`config.mk`:
```
export PLATFORM = sky130hd
export DESIGN_NAME = rotate_stage
export DESIGN_NICKNAME = d
export VERILOG_FILES = /design/src/rtl/sha3_pkg.sv /design/src/rtl/rotate_controller.sv /design/src/rtl/rotate_stage.sv
export SDC_FILE = /design/constraint.sdc
export NUM_CORES = 1
export LEC_CHECK = 0
export BUFFER_PORTS_ARGS = -buffer_cell sky130_fd_sc_hd__buf_4
export CORE_ASPECT_RATIO = 0.7
export CORE_MARGIN = 4
export CORE_UTILIZATION = 55
export DETAILED_ROUTE_END_ITERATION = 10
export PLACE_DENSITY = 0.84
export SLEW_MARGIN = 20
export SYNTH_ARGS = -nofsm -noshare
export SYNTH_HDL_FRONTEND = slang
export SYNTH_SLANG_ARGS = --single-unit
```
`constraint.sdc`:
```
create_clock -name clk -period 6.2 [get_ports clk]
set_input_delay 1.24 -clock clk [delete_from_list [all_inputs] [get_ports clk]]
set_output_delay 1.24 -clock clk [all_outputs]
set_load 0.05 [all_outputs]
```
`src/rtl/sha3_pkg.sv`:
```
// Shared SHA-3 round definitions: geometry, Keccak rho offsets, rotate FSM states.
package sha3_pkg;

  localparam int LANES  = 25;
  localparam int SLICES = 64;
  localparam int ADDR_W = 6;
  localparam int LANE_W = 5;

  // Indexed by lane i = 5y + x.
  localparam logic [ADDR_W-1:0] RHO_OFFSET [0:LANES-1] = '{
    6'd0,  6'd1,  6'd62, 6'd28, 6'd27,
    6'd36, 6'd44, 6'd6,  6'd55, 6'd20,
    6'd3,  6'd10, 6'd43, 6'd25, 6'd39,
    6'd41, 6'd45, 6'd15, 6'd21, 6'd8,
    6'd18, 6'd2,  6'd61, 6'd56, 6'd14
  };

  typedef enum logic [2:0] {
    ROT_IDLE,
    ROT_ARM,
    ROT_READ,
    ROT_LAST,
    ROT_WRITE,
    ROT_DONE
  } rot_state_t;

endpackage

```
`src/rtl/rotate_controller.sv`:
```
// Rho stage sequencer: start handshake, per-lane read/capture, per-slice write,
// and the init/enable controls for the lane (i) and slice (z) counters.
module rotate_controller
  import sha3_pkg::*;
(
  input  logic clk,
  input  logic rst,
  input  logic start,
  input  logic i_first,
  input  logic i_last,
  input  logic z_last,
  output logic i_clr,
  output logic i_inc,
  output logic z_clr,
  output logic z_inc,
  output logic rd_en,
  output logic cap_en,
  output logic cap_last,
  output logic wr_en,
  output logic busy,
  output logic ready
);

  rot_state_t state, state_nxt;

  always_ff @(posedge clk or posedge rst) begin
    if (rst) state <= ROT_IDLE;
    else     state <= state_nxt;
  end

  always_comb begin
    state_nxt = state;
    i_clr     = 1'b0;
    i_inc     = 1'b0;
    z_clr     = 1'b0;
    z_inc     = 1'b0;
    rd_en     = 1'b0;
    cap_en    = 1'b0;
    cap_last  = 1'b0;
    wr_en     = 1'b0;
    busy      = 1'b0;
    ready     = 1'b0;
    case (state)
      ROT_IDLE: begin
        if (start) state_nxt = ROT_ARM;
      end
      ROT_ARM: begin
        busy = 1'b1;
        if (!start) begin
          z_clr     = 1'b1;
          i_clr     = 1'b1;
          state_nxt = ROT_READ;
        end
      end
      ROT_READ: begin
        busy   = 1'b1;
        rd_en  = 1'b1;
        // Read data lags the address by one cycle, so lane i-1 lands now.
        cap_en = !i_first;
        if (i_last) state_nxt = ROT_LAST;
        else        i_inc     = 1'b1;
      end
      ROT_LAST: begin
        busy      = 1'b1;
        cap_en    = 1'b1;
        cap_last  = 1'b1;
        state_nxt = ROT_WRITE;
      end
      ROT_WRITE: begin
        busy  = 1'b1;
        wr_en = 1'b1;
        if (z_last) begin
          state_nxt = ROT_DONE;
        end else begin
          z_inc     = 1'b1;
          i_clr     = 1'b1;
          state_nxt = ROT_READ;
        end
      end
      ROT_DONE: begin
        ready     = 1'b1;
        state_nxt = ROT_IDLE;
      end
      default: state_nxt = ROT_IDLE;
    endcase
  end

endmodule

```
`src/rtl/rotate_stage.sv`:
```
// Keccak rho step: gathers each output slice lane-by-lane from rotated input
// slice addresses, then writes it; 27 cycles per slice, 64 slices per run.
module rotate_stage #(
  parameter int LANES  = 25,
  parameter int ADDR_W = 6
) (
  input  logic              clk,
  input  logic              rst,
  input  logic              start,
  output logic [ADDR_W-1:0] rd_addr,
  output logic              rd_en,
  input  logic [LANES-1:0]  rd_data,
  output logic [ADDR_W-1:0] wr_addr,
  output logic [LANES-1:0]  wr_data,
  output logic              wr_en,
  output logic              busy,
  output logic              ready
);

  import sha3_pkg::*;

  logic [LANE_W-1:0] i;
  logic [ADDR_W-1:0] z;
  logic [LANES-1:0]  slice_buf;
  logic [LANE_W-1:0] cap_idx;
  logic [ADDR_W-1:0] rho;
  logic i_first, i_last, z_last;
  logic i_clr, i_inc, z_clr, z_inc, cap_en, cap_last;

  rotate_controller u_ctrl (
    .clk      (clk),
    .rst      (rst),
    .start    (start),
    .i_first  (i_first),
    .i_last   (i_last),
    .z_last   (z_last),
    .i_clr    (i_clr),
    .i_inc    (i_inc),
    .z_clr    (z_clr),
    .z_inc    (z_inc),
    .rd_en    (rd_en),
    .cap_en   (cap_en),
    .cap_last (cap_last),
    .wr_en    (wr_en),
    .busy     (busy),
    .ready    (ready)
  );

  assign i_first = (i == '0);
  assign i_last  = (i == LANE_W'(LANES - 1));
  assign z_last  = (z == ADDR_W'(SLICES - 1));

  always_ff @(posedge clk or posedge rst) begin
    if (rst) begin
      i <= '0;
      z <= '0;
    end else begin
      if (i_clr)      i <= '0;
      else if (i_inc) i <= i + LANE_W'(1);
      if (z_clr)      z <= '0;
      else if (z_inc) z <= z + ADDR_W'(1);
    end
  end

  // Output bit z of lane i comes from input slice z - r[i]; 6-bit wrap is the mod 64.
  assign rho     = RHO_OFFSET[i];
  assign rd_addr = rd_en ? (z - rho) : '0;

  assign cap_idx = cap_last ? LANE_W'(LANES - 1) : (i - LANE_W'(1));

  always_ff @(posedge clk or posedge rst) begin
    if (rst) begin
      slice_buf <= '0;
    end else if (cap_en) begin
      for (int b = 0; b < LANES; b++) begin
        if (cap_idx == LANE_W'(b)) slice_buf[b] <= rd_data[b];
      end
    end
  end

  assign wr_addr = wr_en ? z : '0;
  assign wr_data = wr_en ? slice_buf : '0;

endmodule

```
# Yosys cells after proc, flatten, opt, wreduce, memory -nomap -nowiden
# Memories as Yosys holds them, arrays and structs flattened.
# Cells that the tools add are included.
# word_totals
regBits,39
romBits,192
input_bits,28
word_cells,130
n_memories,1
# classes
n_addsub,4
n_lt_le_gt_ge,1
n_eq_ne,34
n_mux,28
n_bitwise,1
n_reduce_logical,33
# mem_list
memory,depth,width,read_ports,rd_clocked_by_memory_dff,write_ports,line_no,rtl
(name not given),32,6,1,0,0,rotate_stage.sv:66,assign rho = RHO_OFFSET[i];
# op_table
operator,count
$eq A5 B5 Y1 const B,10
$reduce_and A2 Y1,25
$eq A5 B4 Y1 const B,8
$mux W6,6
$mux W25,1
$eq A5 B3 Y1 const B,4
$mux W5,3
$pmux W3 S5,1
$mux W3,4
$mux W1,11
$eq A5 B2 Y1 const B,2
$logic_not A5 Y1,2
$add A6 B1 Y6 const B,1
$eq A3 B2 Y1 const B,2
$eq A3 B3 Y1 const B,2
$eq A6 B6 Y1 const B,1
$ge A6 B6 Y1 const B,1
$ne A2 B2 Y1 const B,3
$not A5 Y6,1
$sub A6 B6 Y6,1
$add A5 B1 Y5 const B,1
$eq A5 B1 Y1 const B,1
$sub A5 B1 Y5 const B,1
$pmux W1 S2,2
6 further kinds,7

# Logic depth before layout (Yosys ltp)
# depth
ltp_word,6
mapped_depth,13
ltp_nobuf,12

# Cells and area by module
# From an unflattened synthesis, not the netlist that was laid out.
# hier_totals
hier_cells,300
hier_area_um2,2869.0
# modules_own_cells
module,instances,cells_each,area_per_inst_um2
rotate_stage,1,272,2622.5
rotate_controller,1,28,246.5

# Least setup slack after synthesis
# OpenSTA, ideal clock, no wires.
# synth_timing
kind,register -> output
startpoint,reg i[1]
endpoint,out rd_addr[4]
t_arrival_ns,3.414
path_slack_ns,1.546
stages_incl_launch_ff,13
n_path_buf,2
path_cell_list,dfrtp_1 clkbuf_1 inv_1 ha_1 clkbuf_1 mux4_2 nor2_1 a21oi_1 fa_1 a21o_1 a21oi_1 xor2_1 nor2_1
# synth_via
elab_chain_len,6
# synth_rtl
element,line_no,rtl
from (decl),rotate_stage.sv:22,logic [LANE_W-1:0] i;
from (signal assigned),rotate_stage.sv:59,else if (i_inc) i <= i + LANE_W'(1);
$not A5 Y6 (not written as such),rotate_stage.sv:66,
$mem_v2 Z32 W6,-,
$mux W6 (not written as such) (2 in a row),rotate_stage.sv:66,
$sub A6 B6 Y6,rotate_stage.sv:67,assign rd_addr = rd_en ? (z - rho) : '0;
$mux W6,rotate_stage.sv:67,
to (decl),rotate_stage.sv:10,"output logic [ADDR_W-1:0] rd_addr,"
# No other way between the ends. The select of a mux whose other input is x is not followed.

# Final worst setup path
# layout_timing
startpoint,reg i[0]
endpoint,out rd_addr[5]
# Same word-level chain as after synthesis.

==> impl_metrics.toml <==
[place]
gp_congestion = 0.8783
hpwl_mm = 5.183
io_buffers = 68

[sta]
hold_viol = 0
timing.hold.ws_ns = 0.4931
worstMarginPinSlew_ns = 0.8676
setup_tns_ns = 0
setup_violations = 0
max-slew-margin-rel = 0.4185
layout_min_cycle_time_ns = 5.092
finClkSkew_ns = 0.006521
max_freq_ghz = 0.1964
min_period_over_period = 0.8214
rsz0062_at_grt = "false"
report.final.slew_viol_count = 0

[worst_setup_path]
slowest_stage = "dfrtp_1"
regToRegSetupSlack_ns = 3.03
critPathMaxStageDelay_ns = 0.67
path_buf_inv = 2
critPathRequiredTime_ns = 4.96
endpoint_kind = "output pin"
crit_family = "adder cells"
cp_max_fo = 16
cp-start-kind = "flip-flop"
critPathKind = "flip-flop to output pin"
path_cells = "inv_1 -> ha_1 -> mux4_2 -> nor2_1 -> a21oi_1 -> ha_1 -> nor2b_1 -> o31ai_1 -> a21oi_1 -> and2_1 -> mux2_2 -> buf_4"
critPathArrivalTime_ns = 3.85

[detailed_routing]
finalWirelength_mm = 6.833
ant_nets = 0
wl_per_cell_um = 15.67
firstDrtPassIters = 4
drc = 0
vias_per_cell = 5.580
via_count = 2433
drt-initial-drc-count = 149

[synth]
synth-edff-count = 0
ys_ff_latch = 39
synth_flop_cell = "dfrtp_1"
synth_area_sq_um = 2897
yosys_warnings = 0
syn_inst = 307
async_flop_share = 1.000
synth_area_per_cell_sq_um = 9.435
synth.net_count = 348
yosys.cell_types.count = 63
ys_seq_area_frac = 0.3369

[floorplanning]
fp.dieH_um = 68.72
rows = 21
ios = 69
die_width_um = 94.74
dieArea_sq_um = 6510
core-area_sq_um = 4940
initial_core_util = 0.5864

[cts]
ctsResizeCount = 0
cts.clk_slew.worst_paths_ns = 0.07
post_cts_buffers = 0
cts_tree = "yes"
htree_levels = 2
cts_sinks = 39
clk_latency_ns = 0.29
cts_root_buf = "clkbuf_8"
cts_buffer_depth = 2
postCtsHoldBufs = 0
cts_made_buffers = 5

[final_layout]
layout_common_cells = "buf_4, dfrtp_1, and2_1, nor2_1, nand2_1"
finalNetCount = 407
regArea_sq_um = 975.9
layout_commonest_cell = "buf_4"
syn_to_final_growth_pct = 20.95
multi_input_area_sq_um = 1765
nFillCells = 381
drive_gt1_frac = 0.3106
diodes = 0

[grt]
antenna_found_initial = 0
grt_pass1_vias = 2219
grt_pass1_wl_mm = 11.06
grt_max_degree = 40
gr-total-overflow = 0
track_usage = 0.2211

[pwr]
p_leak_nw = 1.630
p_total_w = 0.001669
cellPowerDensity_nw_per_um2 = 476.3
vdd_drop_max_uv = 230.8

[run]
maxCapViolCount = 0

[outcome]
status = "complete, no violations"

[hold_path]
hold_class = "flip-flop to flip-flop"
==> flip-flops by register name (all words and copies together), names as in the netlist <==
| register | count |
|---|---|
| u_ctrl.state | 3 |
| z | 6 |
| slice_buf | 25 |
| i | 5 |
==> report_power, final <==
part | total [W] | switching (W) | leakage (nW) | internal, W
Sequential | 0.000453 | 0.000107 | 0.488 | 0.000346
Clock | 0.000170 | 0.0000910 | 0.0412 | 0.0000787
Combinational | 0.00105 | 0.000630 | 1.10 | 0.000416
Total | 0.00167 | 0.000828 | 1.63 | 0.000841
==> stage by stage <==
| step | worst slack [ns] | instance area (sq um) | util | std cells |
|---|---|---|---|---|
| after floorplan | 1.546 | 2897 | - | 307 |
| after global placement | 1.650 | 3418 | 0.6920 | 428 |
| after detailed placement | 1.485 | 3418 | 0.6920 | 428 |
| after CTS | 1.157 | 3503 | 0.7092 | 436 |
| after global routing | 0.8071 | 3503 | 0.7092 | 436 |
| final | 1.108 | 3503 | 0.7092 | 436 |
==> area by class of cell <==
class | count | share of cell area
multi-input cells | 235 | 0.5039
flip-flops and latches | 39 | 0.2786
repair buffers | 71 | 0.1521
well taps | 69 | 0.02464
clock buffers | 6 | 0.02071
inverters | 14 | 0.01643
clock inverters | 2 | 0.003571
==> cell usage after synthesis (7+ instances only) <==
cell type | count | area (sq um)
clkbuf_1 | 7 | 26.28
dfrtp_1 | 39 | 975.9
and2_1 | 32 | 200.2
nor2_1 | 31 | 116.4
xnor2_1 | 7 | 61.31
nand2_1 | 15 | 56.30
mux2_1 | 9 | 101.4
mux2_2 | 8 | 90.09
mux2_4 | 9 | 135.1
ha_1 | 12 | 150.1
nand3_1 | 11 | 55.05
a21oi_1 | 11 | 55.05
o21ai_0 | 8 | 40.04
inv_1 | 13 | 48.80
==> routing by layer <==
layer	track usage	wire length, um	vias to the layer above	share of wire
met3	0.04447	537	2	0.079
li1	-	-	1184	-
met4	0.03237	18	0	0.0026
met5	0	0	-	0
met2	0.3345	3141	80	0.46
met1	0.3340	3136	1167	0.46
==> final timing paths <==
check	startpoint	to	cells past startpoint
setup / recovery	i[0]	rd_addr[5]	12
hold / removal	slice_buf[14]	slice_buf[14]	1
setup reg to reg	i[0]	slice_buf[10]	7
hold reg to reg	slice_buf[14]	slice_buf[14]	1
max in group asynchronous	rst	i[2]	3
min in group asynchronous	rst	slice_buf[12]	3
==> logic make-up after synthesis <==
group,after synthesis,synth area share
AOI/OAI and AO/OA,45,0.1080
and+or+nand+nor,131,0.2557
adders and majority gates,13,0.05875
xor gates and xnor gates,14,0.04493
muxes,32,0.1421
DFF,39,0.3369
buffers and inverters,33,0.05357
Power figures use the tool's default switching activity.
